**src/rtl/decode_stage_pkg.sv**
```systemverilog
// Shared decode definitions: RV32I opcodes, writeback-source codes, immediate
// formats and the ID/EX payload layout.
package decode_pkg;

   localparam int XLEN = 32;
   localparam int RAW  = 5;

   localparam logic [6:0] OPC_OP     = 7'b0110011;
   localparam logic [6:0] OPC_OPIMM  = 7'b0010011;
   localparam logic [6:0] OPC_LOAD   = 7'b0000011;
   localparam logic [6:0] OPC_STORE  = 7'b0100011;
   localparam logic [6:0] OPC_BRANCH = 7'b1100011;
   localparam logic [6:0] OPC_JAL    = 7'b1101111;
   localparam logic [6:0] OPC_JALR   = 7'b1100111;
   localparam logic [6:0] OPC_LUI    = 7'b0110111;
   localparam logic [6:0] OPC_AUIPC  = 7'b0010111;

   localparam logic [1:0] RES_ALU = 2'd0;
   localparam logic [1:0] RES_MEM = 2'd1;
   localparam logic [1:0] RES_PC4 = 2'd2;

   // IMM_NONE covers R-type, which carries no immediate
   typedef enum logic [2:0] {
      IMM_NONE,
      IMM_I,
      IMM_S,
      IMM_B,
      IMM_U,
      IMM_J
   } imm_type_t;

   typedef struct packed {
      logic            valid;
      logic [XLEN-1:0] pc;
      logic [XLEN-1:0] rs1_val;
      logic [XLEN-1:0] rs2_val;
      logic [XLEN-1:0] imm;
      logic [RAW-1:0]  rs1;
      logic [RAW-1:0]  rs2;
      logic [RAW-1:0]  rd;
      logic            reg_write;
      logic            mem_read;
      logic            mem_write;
      logic            alu_src;
      logic            branch;
      logic            jump;
      logic [1:0]      result_src;
      logic [3:0]      alu_op;
   } idex_t;

endpackage

```
**src/rtl/decode_stage_imm_gen.sv**
```systemverilog
// Combinational RV32I immediate generator, sign-extended from instr[31] to DATA_W.
// Zero latency, no flow control.
module imm_gen
   import decode_pkg::*;
#(
   parameter int DATA_W = 32
) (
   input  logic [31:0]       instr,
   input  imm_type_t         imm_type,
   output logic [DATA_W-1:0] imm
);

   logic signed [31:0] imm32;

   always_comb begin
      imm32 = '0;
      case (imm_type)
         IMM_I:   imm32 = {{20{instr[31]}}, instr[31:20]};
         IMM_S:   imm32 = {{20{instr[31]}}, instr[31:25], instr[11:7]};
         IMM_B:   imm32 = {{19{instr[31]}}, instr[31], instr[7], instr[30:25], instr[11:8], 1'b0};
         IMM_U:   imm32 = {instr[31:12], 12'b0};
         IMM_J:   imm32 = {{11{instr[31]}}, instr[31], instr[19:12], instr[20], instr[30:21], 1'b0};
         default: imm32 = '0;
      endcase
   end

   // signed source, so widening sign-extends
   assign imm = DATA_W'(imm32);

endmodule

```
**src/rtl/decode_stage.sv**
```systemverilog
// RV32I decode with ID/EX register: 1-cycle latency, stalls IF/ID on load-use (and on WB
// read-after-write unless ID_BYPASS_EN enables the write-through bypass); EX flush wins.
module decode_stage
   import decode_pkg::*;
#(
   parameter int DATA_W = 32,
   parameter int REG_AW = 5
) (
   input  logic              clk,
   input  logic              rst_n,
   input  logic [31:0]       instr_d,
   input  logic [DATA_W-1:0] pc_d,
   input  logic              valid_d,
   output logic [REG_AW-1:0] A1,
   output logic [REG_AW-1:0] A2,
   input  logic [DATA_W-1:0] RD1,
   input  logic [DATA_W-1:0] RD2,
   input  logic              RegWriteW,
   input  logic [REG_AW-1:0] A3W,
   input  logic [DATA_W-1:0] WD3W,
   input  logic              flush_e,
   output logic              stall_fd,
   output logic              valid_e,
   output logic [DATA_W-1:0] pc_e,
   output logic [DATA_W-1:0] rs1_val_e,
   output logic [DATA_W-1:0] rs2_val_e,
   output logic [DATA_W-1:0] imm_e,
   output logic [REG_AW-1:0] rs1_e,
   output logic [REG_AW-1:0] rs2_e,
   output logic [REG_AW-1:0] rd_e,
   output logic              reg_write_e,
   output logic              mem_read_e,
   output logic              mem_write_e,
   output logic              alu_src_e,
   output logic              branch_e,
   output logic              jump_e,
   output logic [1:0]        result_src_e,
   output logic [3:0]        alu_op_e
);

`ifdef ID_BYPASS_EN
   localparam logic BYPASS = 1'b1;
`else
   localparam logic BYPASS = 1'b0;
`endif

   logic [6:0]        opcode;
   logic [2:0]        funct3;
   logic              f7b5;
   logic [REG_AW-1:0] rd_a;
   logic [REG_AW-1:0] rs1_u;
   logic [REG_AW-1:0] rs2_u;
   logic              use1;
   logic              use2;
   imm_type_t         imm_type;
   logic [DATA_W-1:0] imm;
   logic [DATA_W-1:0] rs1_val;
   logic [DATA_W-1:0] rs2_val;
   idex_t             ctrl;
   idex_t             d;
   idex_t             q;
   logic              hz_lu;
   logic              hz_wb;

   assign opcode = instr_d[6:0];
   assign funct3 = instr_d[14:12];
   assign f7b5   = instr_d[30];
   assign rd_a   = REG_AW'(instr_d[11:7]);
   assign A1     = REG_AW'(instr_d[19:15]);
   assign A2     = REG_AW'(instr_d[24:20]);

   imm_gen #(.DATA_W(DATA_W)) u_imm_gen (
      .instr    (instr_d),
      .imm_type (imm_type),
      .imm      (imm)
   );

   // alu_src means operand B is the immediate: every immediate format except BRANCH
   always_comb begin
      ctrl     = '0;
      imm_type = IMM_NONE;
      use1     = 1'b0;
      use2     = 1'b0;
      case (opcode)
         OPC_OP: begin
            ctrl.reg_write = 1'b1;
            ctrl.alu_op    = {f7b5, funct3};
            use1           = 1'b1;
            use2           = 1'b1;
         end
         OPC_OPIMM: begin
            ctrl.reg_write = 1'b1;
            ctrl.alu_src   = 1'b1;
            ctrl.alu_op    = {(funct3 == 3'b101) & f7b5, funct3};
            imm_type       = IMM_I;
            use1           = 1'b1;
         end
         OPC_LOAD: begin
            ctrl.reg_write  = 1'b1;
            ctrl.mem_read   = 1'b1;
            ctrl.alu_src    = 1'b1;
            ctrl.result_src = RES_MEM;
            imm_type        = IMM_I;
            use1            = 1'b1;
         end
         OPC_STORE: begin
            ctrl.mem_write = 1'b1;
            ctrl.alu_src   = 1'b1;
            imm_type       = IMM_S;
            use1           = 1'b1;
            use2           = 1'b1;
         end
         OPC_BRANCH: begin
            ctrl.branch = 1'b1;
            ctrl.alu_op = {1'b0, funct3};
            imm_type    = IMM_B;
            use1        = 1'b1;
            use2        = 1'b1;
         end
         OPC_JAL: begin
            ctrl.reg_write  = 1'b1;
            ctrl.jump       = 1'b1;
            ctrl.alu_src    = 1'b1;
            ctrl.result_src = RES_PC4;
            imm_type        = IMM_J;
         end
         OPC_JALR: begin
            ctrl.reg_write  = 1'b1;
            ctrl.jump       = 1'b1;
            ctrl.alu_src    = 1'b1;
            ctrl.result_src = RES_PC4;
            imm_type        = IMM_I;
            use1            = 1'b1;
         end
         OPC_LUI, OPC_AUIPC: begin
            ctrl.reg_write = 1'b1;
            ctrl.alu_src   = 1'b1;
            imm_type       = IMM_U;
         end
         default: ;
      endcase
   end

   // unused source fields read as x0 so EX forwarding never matches them
   assign rs1_u = use1 ? A1 : '0;
   assign rs2_u = use2 ? A2 : '0;

   always_comb begin
      rs1_val = RD1;
      rs2_val = RD2;
      if (BYPASS && RegWriteW && (A3W == rs1_u)) rs1_val = WD3W;
      if (BYPASS && RegWriteW && (A3W == rs2_u)) rs2_val = WD3W;
      if (rs1_u == '0) rs1_val = '0;
      if (rs2_u == '0) rs2_val = '0;
   end

   always_comb begin
      d = '0;
      if (valid_d) begin
         d         = ctrl;
         d.valid   = 1'b1;
         d.pc      = pc_d;
         d.imm     = imm;
         d.rs1     = rs1_u;
         d.rs2     = rs2_u;
         d.rs1_val = rs1_val;
         d.rs2_val = rs2_val;
         d.rd      = ctrl.reg_write ? rd_a : '0;
      end
   end

   assign hz_lu = valid_d && valid_e && mem_read_e && (rd_e != '0) &&
                  ((use1 && (rd_e == A1)) || (use2 && (rd_e == A2)));

   assign hz_wb = !BYPASS && valid_d && RegWriteW && (A3W != '0) &&
                  ((use1 && (A3W == A1)) || (use2 && (A3W == A2)));

   assign stall_fd = (hz_lu || hz_wb) && !flush_e;

   always_ff @(posedge clk or negedge rst_n) begin
      if (!rst_n)                  q <= '0;
      else if (flush_e || stall_fd) q <= '0;
      else                         q <= d;
   end

   assign valid_e      = q.valid;
   assign pc_e         = q.pc;
   assign rs1_val_e    = q.rs1_val;
   assign rs2_val_e    = q.rs2_val;
   assign imm_e        = q.imm;
   assign rs1_e        = q.rs1;
   assign rs2_e        = q.rs2;
   assign rd_e         = q.rd;
   assign reg_write_e  = q.reg_write;
   assign mem_read_e   = q.mem_read;
   assign mem_write_e  = q.mem_write;
   assign alu_src_e    = q.alu_src;
   assign branch_e     = q.branch;
   assign jump_e       = q.jump;
   assign result_src_e = q.result_src;
   assign alu_op_e     = q.alu_op;

endmodule

```
**config.mk**
```make
export PLATFORM = sky130hd
export DESIGN_NAME = decode_stage
export DESIGN_NICKNAME = d
export VERILOG_FILES = /design/src/rtl/decode_stage_pkg.sv /design/src/rtl/decode_stage_imm_gen.sv /design/src/rtl/decode_stage.sv
export SDC_FILE = /design/constraint.sdc
export NUM_CORES = 1
export LEC_CHECK = 0
export ABC_AREA = 1
export ABC_CLOCK_PERIOD_IN_PS = 3100
export BUFFER_PORTS_ARGS = -buffer_cell sky130_fd_sc_hd__buf_2
export CELL_PAD_IN_SITES_DETAIL_PLACEMENT = 2
export CELL_PAD_IN_SITES_GLOBAL_PLACEMENT = 2
export CORE_UTILIZATION = 26
export DETAILED_ROUTE_END_ITERATION = 8
export GPL_TIMING_DRIVEN = 0
export PLACE_DENSITY = 0.94
export SETUP_SLACK_MARGIN = 0.02
export SYNTH_ARGS = -nofsm -noshare
export SYNTH_HDL_FRONTEND = slang
export SYNTH_SLANG_ARGS = --single-unit
```
**constraint.sdc**
```tcl
create_clock -name clk -period 3.1 [get_ports clk]
set_clock_uncertainty 0.05 [all_clocks]
set_input_delay 0.155 -clock clk [delete_from_list [all_inputs] [get_ports clk]]
set_output_delay 0.155 -clock clk [all_outputs]
set_load 0.005 [all_outputs]
```
# Yosys cells after proc, flatten, opt, wreduce, memory -nomap -nowiden
# Cells that the tools add are included.
[op_classes]
n_bitwise = 1
n_eq_ne = 19
reduce_logical = 28
n_mux = 19
[op_table]
columns = ["cell", "n"]
rows = [
  ["$mux W156", 2],
  ["$pmux W32 S5", 1],
  ["$mux W32", 2],
  ["$eq A7 B6 Y1 const B", 3],
  ["$eq A7 B7 Y1 const B", 3],
  ["$eq A5 B5 Y1", 4],
  ["$mux W5", 3],
  ["$pmux W3 S5", 1],
  ["$eq A7 B5 Y1 const B", 2],
  ["$reduce_or A7 Y1", 2],
  ["$logic_and A1 B1 Y1", 12],
  ["$pmux W4 S3", 1],
  ["$logic_not A5 Y1", 2],
  ["$reduce_bool A5 Y1", 2],
  ["$eq A3 B3 Y1 const B", 3],
  ["$mux W1", 8],
  ["$eq A7 B2 Y1 const B", 1],
  ["$eq A3 B2 Y1 const B", 2],
  ["$reduce_or A3 Y1", 2],
  ["$reduce_or A6 Y1", 1],
  ["$logic_or A1 B1 Y1", 4],
  ["$pmux W2 S2", 1],
  ["$reduce_or A2 Y1", 2],
  ["$eq A3 B1 Y1 const B", 1],
  ["other kinds (2)", 2],
]
[word_totals]
out_inout_bits = 167
ff_bits = 156
word_cells = 83
input_bits = 170

# Longest topological paths before layout
[logic_depth]
depth_word = 10
depth_mapped = 14
mapped_depth_nobuf = 12

# Hierarchy
# A second synthesis with hierarchy kept.
[hier_totals]
cells_unflattened = 731
area_unflattened_um2 = 6876.6
[by_module_without_submodules]
columns = ["module", "cells_each", "area_each_um2", "seq_area_each_um2", "n_inst"]
rows = [
  ["decode_stage", 639, 6421.2, 3878.7, 1],
  ["imm_gen", 92, 455.4, 0.0, 1],
]

# Least setup slack after synthesis
# Ideal clock, no wire load.
[synth_path]
path_type = "register to register"
start = "reg q (netlist bit rd_e[1])"
end = "reg q (netlist bit pc_e[23])"
path_buffers = 2
period_less_slack_ns = 1.563
setup_ns = 0.071
path_slack_ns = 1.537
arrival_ns = 1.442
path_stages_with_launch = 13
t_required_ns = 2.979
cell_sequence = "dfrtp_1 -> or2_0 -> nand2_1 -> nor2_1 -> nand3_1 -> nand2_1 -> nand2_1 -> nand2_1 -> nand2_2 -> nand2_4 -> buf_6 -> buf_6 -> nor2_1"
[synth_between]
elab_chain_cells = 8
word_cells_on_any_way = 12
cone_classes = "eq/ne: 2; mux: 1; reduce/logical: 9"
[synth_rtl]
columns = ["item", "line_no", "rtl"]
rows = [
  ["start, declared", "decode_stage.sv:61", "idex_t q;"],
  ["start signal, assigned", "decode_stage.sv:181", "if (!rst_n) q <= '0;"],
  ["start signal, assigned", "decode_stage.sv:182", "else if (flush_e || stall_fd) q <= '0;"],
  ["start signal, assigned", "decode_stage.sv:183", "else q <= d;"],
  ["$eq A5 B5 Y1", "decode_stage.sv:173", "((use1 && (rd_e == A1)) || (use2 && (rd_e == A2)));"],
  ["$logic_and A1 B1 Y1", "decode_stage.sv:173", ""],
  ["$logic_or A1 B1 Y1", "decode_stage.sv:173", ""],
  ["$logic_and A1 B1 Y1 (*)", "decode_stage.sv:172", "assign hz_lu = valid_d && valid_e && mem_read_e && (rd_e != '0) &&"],
  ["$logic_or A1 B1 Y1 (*)", "decode_stage.sv:178", "assign stall_fd = (hz_lu || hz_wb) && !flush_e;"],
  ["$logic_and A1 B1 Y1 (*)", "decode_stage.sv:178", ""],
  ["$logic_or A1 B1 Y1 (*)", "decode_stage.sv:182", ""],
  ["$mux W156 (*)", "decode_stage.sv:182", ""],
]
# Every way passes the cells marked *; elsewhere a longest branch is shown, timed or not.

# Worst setup path in the final report
[layout_path]
start = "in instr_d[6]"
end = "out stall_fd"
[layout_between]
elab_chain_cells = 8
word_cells_on_any_way = 20
cone_classes = "eq/ne: 6; mux: 2; reduce/logical: 12"
[layout_rtl]
columns = ["item", "line_no", "rtl"]
rows = [
  ["start, declared", "decode_stage.sv:11", "input logic [31:0] instr_d,"],
  ["$eq A7 B7 Y1, or another cell as far along", "decode_stage.sv:84", "case (opcode)"],
  ["$reduce_or A6 Y1 (no source line) / $reduce_or A3 Y1 (equally long branches)", "n/a", ""],
  ["$mux W1", "decode_stage.sv:84", ""],
  ["$logic_and A1 B1 Y1 (on tied branches)", "decode_stage.sv:173, decode_stage.sv:176", ""],
  ["$logic_or A1 B1 Y1 (on tied branches)", "decode_stage.sv:173, decode_stage.sv:176", ""],
  ["$logic_and A1 B1 Y1 (on tied branches)", "decode_stage.sv:172, decode_stage.sv:175", ""],
  ["$logic_or A1 B1 Y1 (*)", "decode_stage.sv:178", ""],
  ["$logic_and A1 B1 Y1 (*)", "decode_stage.sv:178", ""],
  ["end, declared", "decode_stage.sv:22", "output logic stall_fd,"],
]
# Marks and branches as above.

==> impl_results.md <==
* Endpoints failing setup at 0
* H-tree levels at 4
* Power share of the combinational group at 11.0%
* First-pass GRT wire length at approximately 46,000 microns
* Pwr Total at approximately 4700 uW
* Wire per inst at 21.72 microns
* Slew Limit Fails at 0
* Number of max-cap violations at 0
* Die Ht at roughly 150 microns
* Pwr per Cell Area at roughly 480 nW/um^2
* R2R Setup Slk at between 800 and 900 ps
* Least-Margin Pin Slew at roughly 710 ps
* Ys async rst share at 100.0%
* TritonCTS sink count at about 160
* TritonRoute pass-1 iters at 4
* Fillers at approximately 2,500
* Routed WL at 30,880 microns
* Final Instance Area at between 9000 and 10,000 sq um
* Placed Area at between 8000 and 9000 sq um
* Post-Synthesis Cells at 656
* Fin crit share at 85.22%
* Seq/Total Area, Yosys at 63.84%
* Internal power at around 3400 uW
* Vias in the first global route at between 7,000 and 8,000
* RSZ-0062 raised after global routing: no
* Final hold vios at 0
* Total placed cells including tap cells at approximately 1,300
* Clock slew at reported path FFs at approximately 70 ps
* CP required at about 2900 ps
* Crit-path max FO at 9
* WS Path Type: primary input to output pin
* Post-CTS Setup Repair Bufs at 0
* Slew headroom at between 50% and 60%
* Area share of the largest cell type after synthesis at a little under two thirds
* Site Rows at 55
* Grt ovf at 0
* Final HPWL DP at 18,710 microns
* Mean Syn Cell Area at between 9 and 10 sq um
* Antenna violation net count after detailed routing at 0
* Most used DFF post-synth: dfrtp_1
* Cell taking the most area after synthesis: dfrtp_1
* Clk pwr share at between 40% and 50%
* CTS tree: done
* Initial antenna violation count at 2
* Vias at about 6,400
* Fin nets at 1,265
* Largest net degree at the start of global routing at 106
* Area of the mapped netlist at 6076 sq um
* Sequential share of power at between 40% and 50%
* Clock root cell: clkbuf_16
* CP Data Arrival Time at between 2000 and 2500 ps
* Ys Warns at 0
* Post-synth EDFFs at 0
* F_max at 0.3785 GHz
* Worst R2R Path Depth at 13
* # IOs at around 340
* Max Root-Sink Buffers at 2
* Share of post-route cells with drive strength above 1 at 33.84%
* Setup crit start kind: primary input
* Synthesis-stage register bit count at roughly 160
* Initial DRC count at 185
* DIE AREA at ~24,000 sq um
* Distinct cells, synth at 30
* Layout Area Growth over Synthesis at 61.04%
* IO buf count at 303
* Synth Net Count at ~830
* Post-route minimum period at 2642 ps
* Final Non-Filler Cells at between 1,000 and 1,500
* Core outline area at approximately 23,000 sq um
* CP Capture Type: output pin
* Switching part of the total at a little over a quarter
* Placer Congestion at between 0.7 and 0.8
* Maximum vdd drop at between 0.0003 and 0.0004 V
* CTS Buf Count at 17
* GRT Total Usage at 26.39%
* Top cells by area, synth: dfrtp_1, nor2_1, nand2_1
* Place WS at between 700 and 800 ps
* Initial Util at 26.67%
* Outcome: finished clean
* Net Switching at 1286 uW
* Later-pin clock latency in the skew report at around 420 ps
* P_leak at between 0.005 and 0.006 uW
* Remaining DRCs at 0
* Worst hold path depth at 3
* Final worst slack at approximately 460 ps
* Number of vias per cell at about 4.5
* Die span in x at between 150 and 200 microns
* Hold crit path type: primary input to register
cell type report:
class	count	area (sq um)	share of cell area, %
Antenna cell	1	2.502	0.02558
Tap cell	313	391.6	4.003
Inverter	69	259.0	2.647
Sequential cell	155	3879	39.64
Buffer	36	219.0	2.238
Timing Repair Buffer	420	2715	27.75
Clock inverter	15	173.9	1.777
Multi-Input combinational cell	396	1719	17.57
Clock buffer	17	425.4	4.348
sequential cells by signal (all words and copies together) (netlist names):
| register | cells |
|---|---|
| branch_e | 1 |
| result_src_e | 2 |
| rs1_e | 5 |
| alu_op_e | 4 |
| mem_write_e | 1 |
| imm_e | 32 |
| pc_e | 32 |
| rd_e | 5 |
| rs1_val_e | 32 |
| rs2_val_e | 32 |
| valid_e | 1 |
| reg_write_e | 1 |
| jump_e | 1 |
| rs2_e | 5 |
| alu_src_e | 1 |
metrics by stage:
stage / setup TNS [ps] / util, % / hold slack [ps]
floorplan: 0 / - / -190.6
global placement: -85710 / 35.05 / 315.2
detailed placement: 0 / 35.22 / 44.07
CTS: 0 / 42.94 / 1.165
global route: 0 / 42.94 / 29.91
finish: 0 / 42.96 / 38.38
layout by cell type, fill, tap and decap left out, types with 3 or more instances in the layout:
| master | Yosys | routed |
|---|---|---|
| buf_2 | 15 | 317 |
| nor2_1 | 176 | 176 |
| dfrtp_1 | 155 | 155 |
| nand2_1 | 126 | 126 |
| dlygate4sd3_1 | 0 | 116 |
| inv_1 | 67 | 67 |
| a21oi_1 | 21 | 21 |
| nand3_1 | 18 | 18 |
| clkbuf_16 | 0 | 17 |
| o21ai_0 | 11 | 11 |
| buf_4 | 11 | 11 |
| xor2_1 | 9 | 9 |
| clkbuf_1 | 6 | 6 |
| nor3_1 | 5 | 5 |
| a22oi_1 | 5 | 5 |
| inv_8 | 0 | 5 |
| nand4_1 | 4 | 4 |
| a31oi_1 | 4 | 4 |
| inv_6 | 0 | 4 |
| nand2_2 | 3 | 3 |
| buf_6 | 3 | 3 |
synthesized netlist by cell type (4+ instances only):
| library cell | instances |
|---|---|
| nor2_1 | 176 |
| dfrtp_1 | 155 |
| nand2_1 | 126 |
| inv_1 | 67 |
| a21oi_1 | 21 |
| nand3_1 | 18 |
| buf_2 | 15 |
| buf_4 | 11 |
| o21ai_0 | 11 |
| xor2_1 | 9 |
| clkbuf_1 | 6 |
| a22oi_1 | 5 |
| nor3_1 | 5 |
| a31oi_1 | 4 |
| nand4_1 | 4 |
power groups by stage:
stage | logic [uW] | clock network (uW) | registers (uW)
after detailed placement | 386 | 0 | 2100
after global placement | 362 | 0 | 2090
after global routing | 568 | 2270 | 2060
after floorplan | 130 | 0 | 2100
after CTS | 507 | 2220 | 2060
final | 522 | 2150 | 2060
timing repair:
item	in CTS	in global routing
resized for setup	0	0
endpoints found under the hold margin	170	0
hold buffers	116	0
per-layer routing:
layer	vias up	track usage [%]	part of all wire (%)
li1	2860	-	-
met1	3205	28.34	37
met2	268	49.61	53
met3	58	6.072	5.7
met4	2	10.61	3.4
met5	-	0	0.042
kinds of logic after synthesis:
kind of cell,after synthesis,synth area share (%)
DFF,155,63.84
xor gates and xnor gates,11,1.586
and+or+nand+nor,339,22.32
buffers and inverters,105,7.866
AOI/OAI and AO/OA,46,4.386
path summary, 6_finish.rpt:
kind,end,from
setup / recovery,stall_fd,instr_d[6]
hold / removal,rs2_e[3]$_DFF_PN0_,instr_d[23]
setup reg to reg,rs2_val_e[27]$_DFF_PN0_,rd_e[4]$_DFF_PN0_
hold reg to reg,alu_op_e[3]$_DFF_PN0_,valid_e$_DFF_PN0_
max in group asynchronous,rs2_val_e[12]$_DFF_PN0_,rst_n
min in group asynchronous,imm_e[0]$_DFF_PN0_,rst_n
worst max-delay path: stages:
cell	delay, ps
dlygate4sd3_1	530
buf_2	140
inv_2	110
nand3_1	140
a21oi_4	360
nand3_1	230
nand2_1	140
nand2_1	100
nand2_1	100
nand2_2	100
nor3_1	160
buf_2	160
No activity file was read; power rests on OpenSTA's default activity.
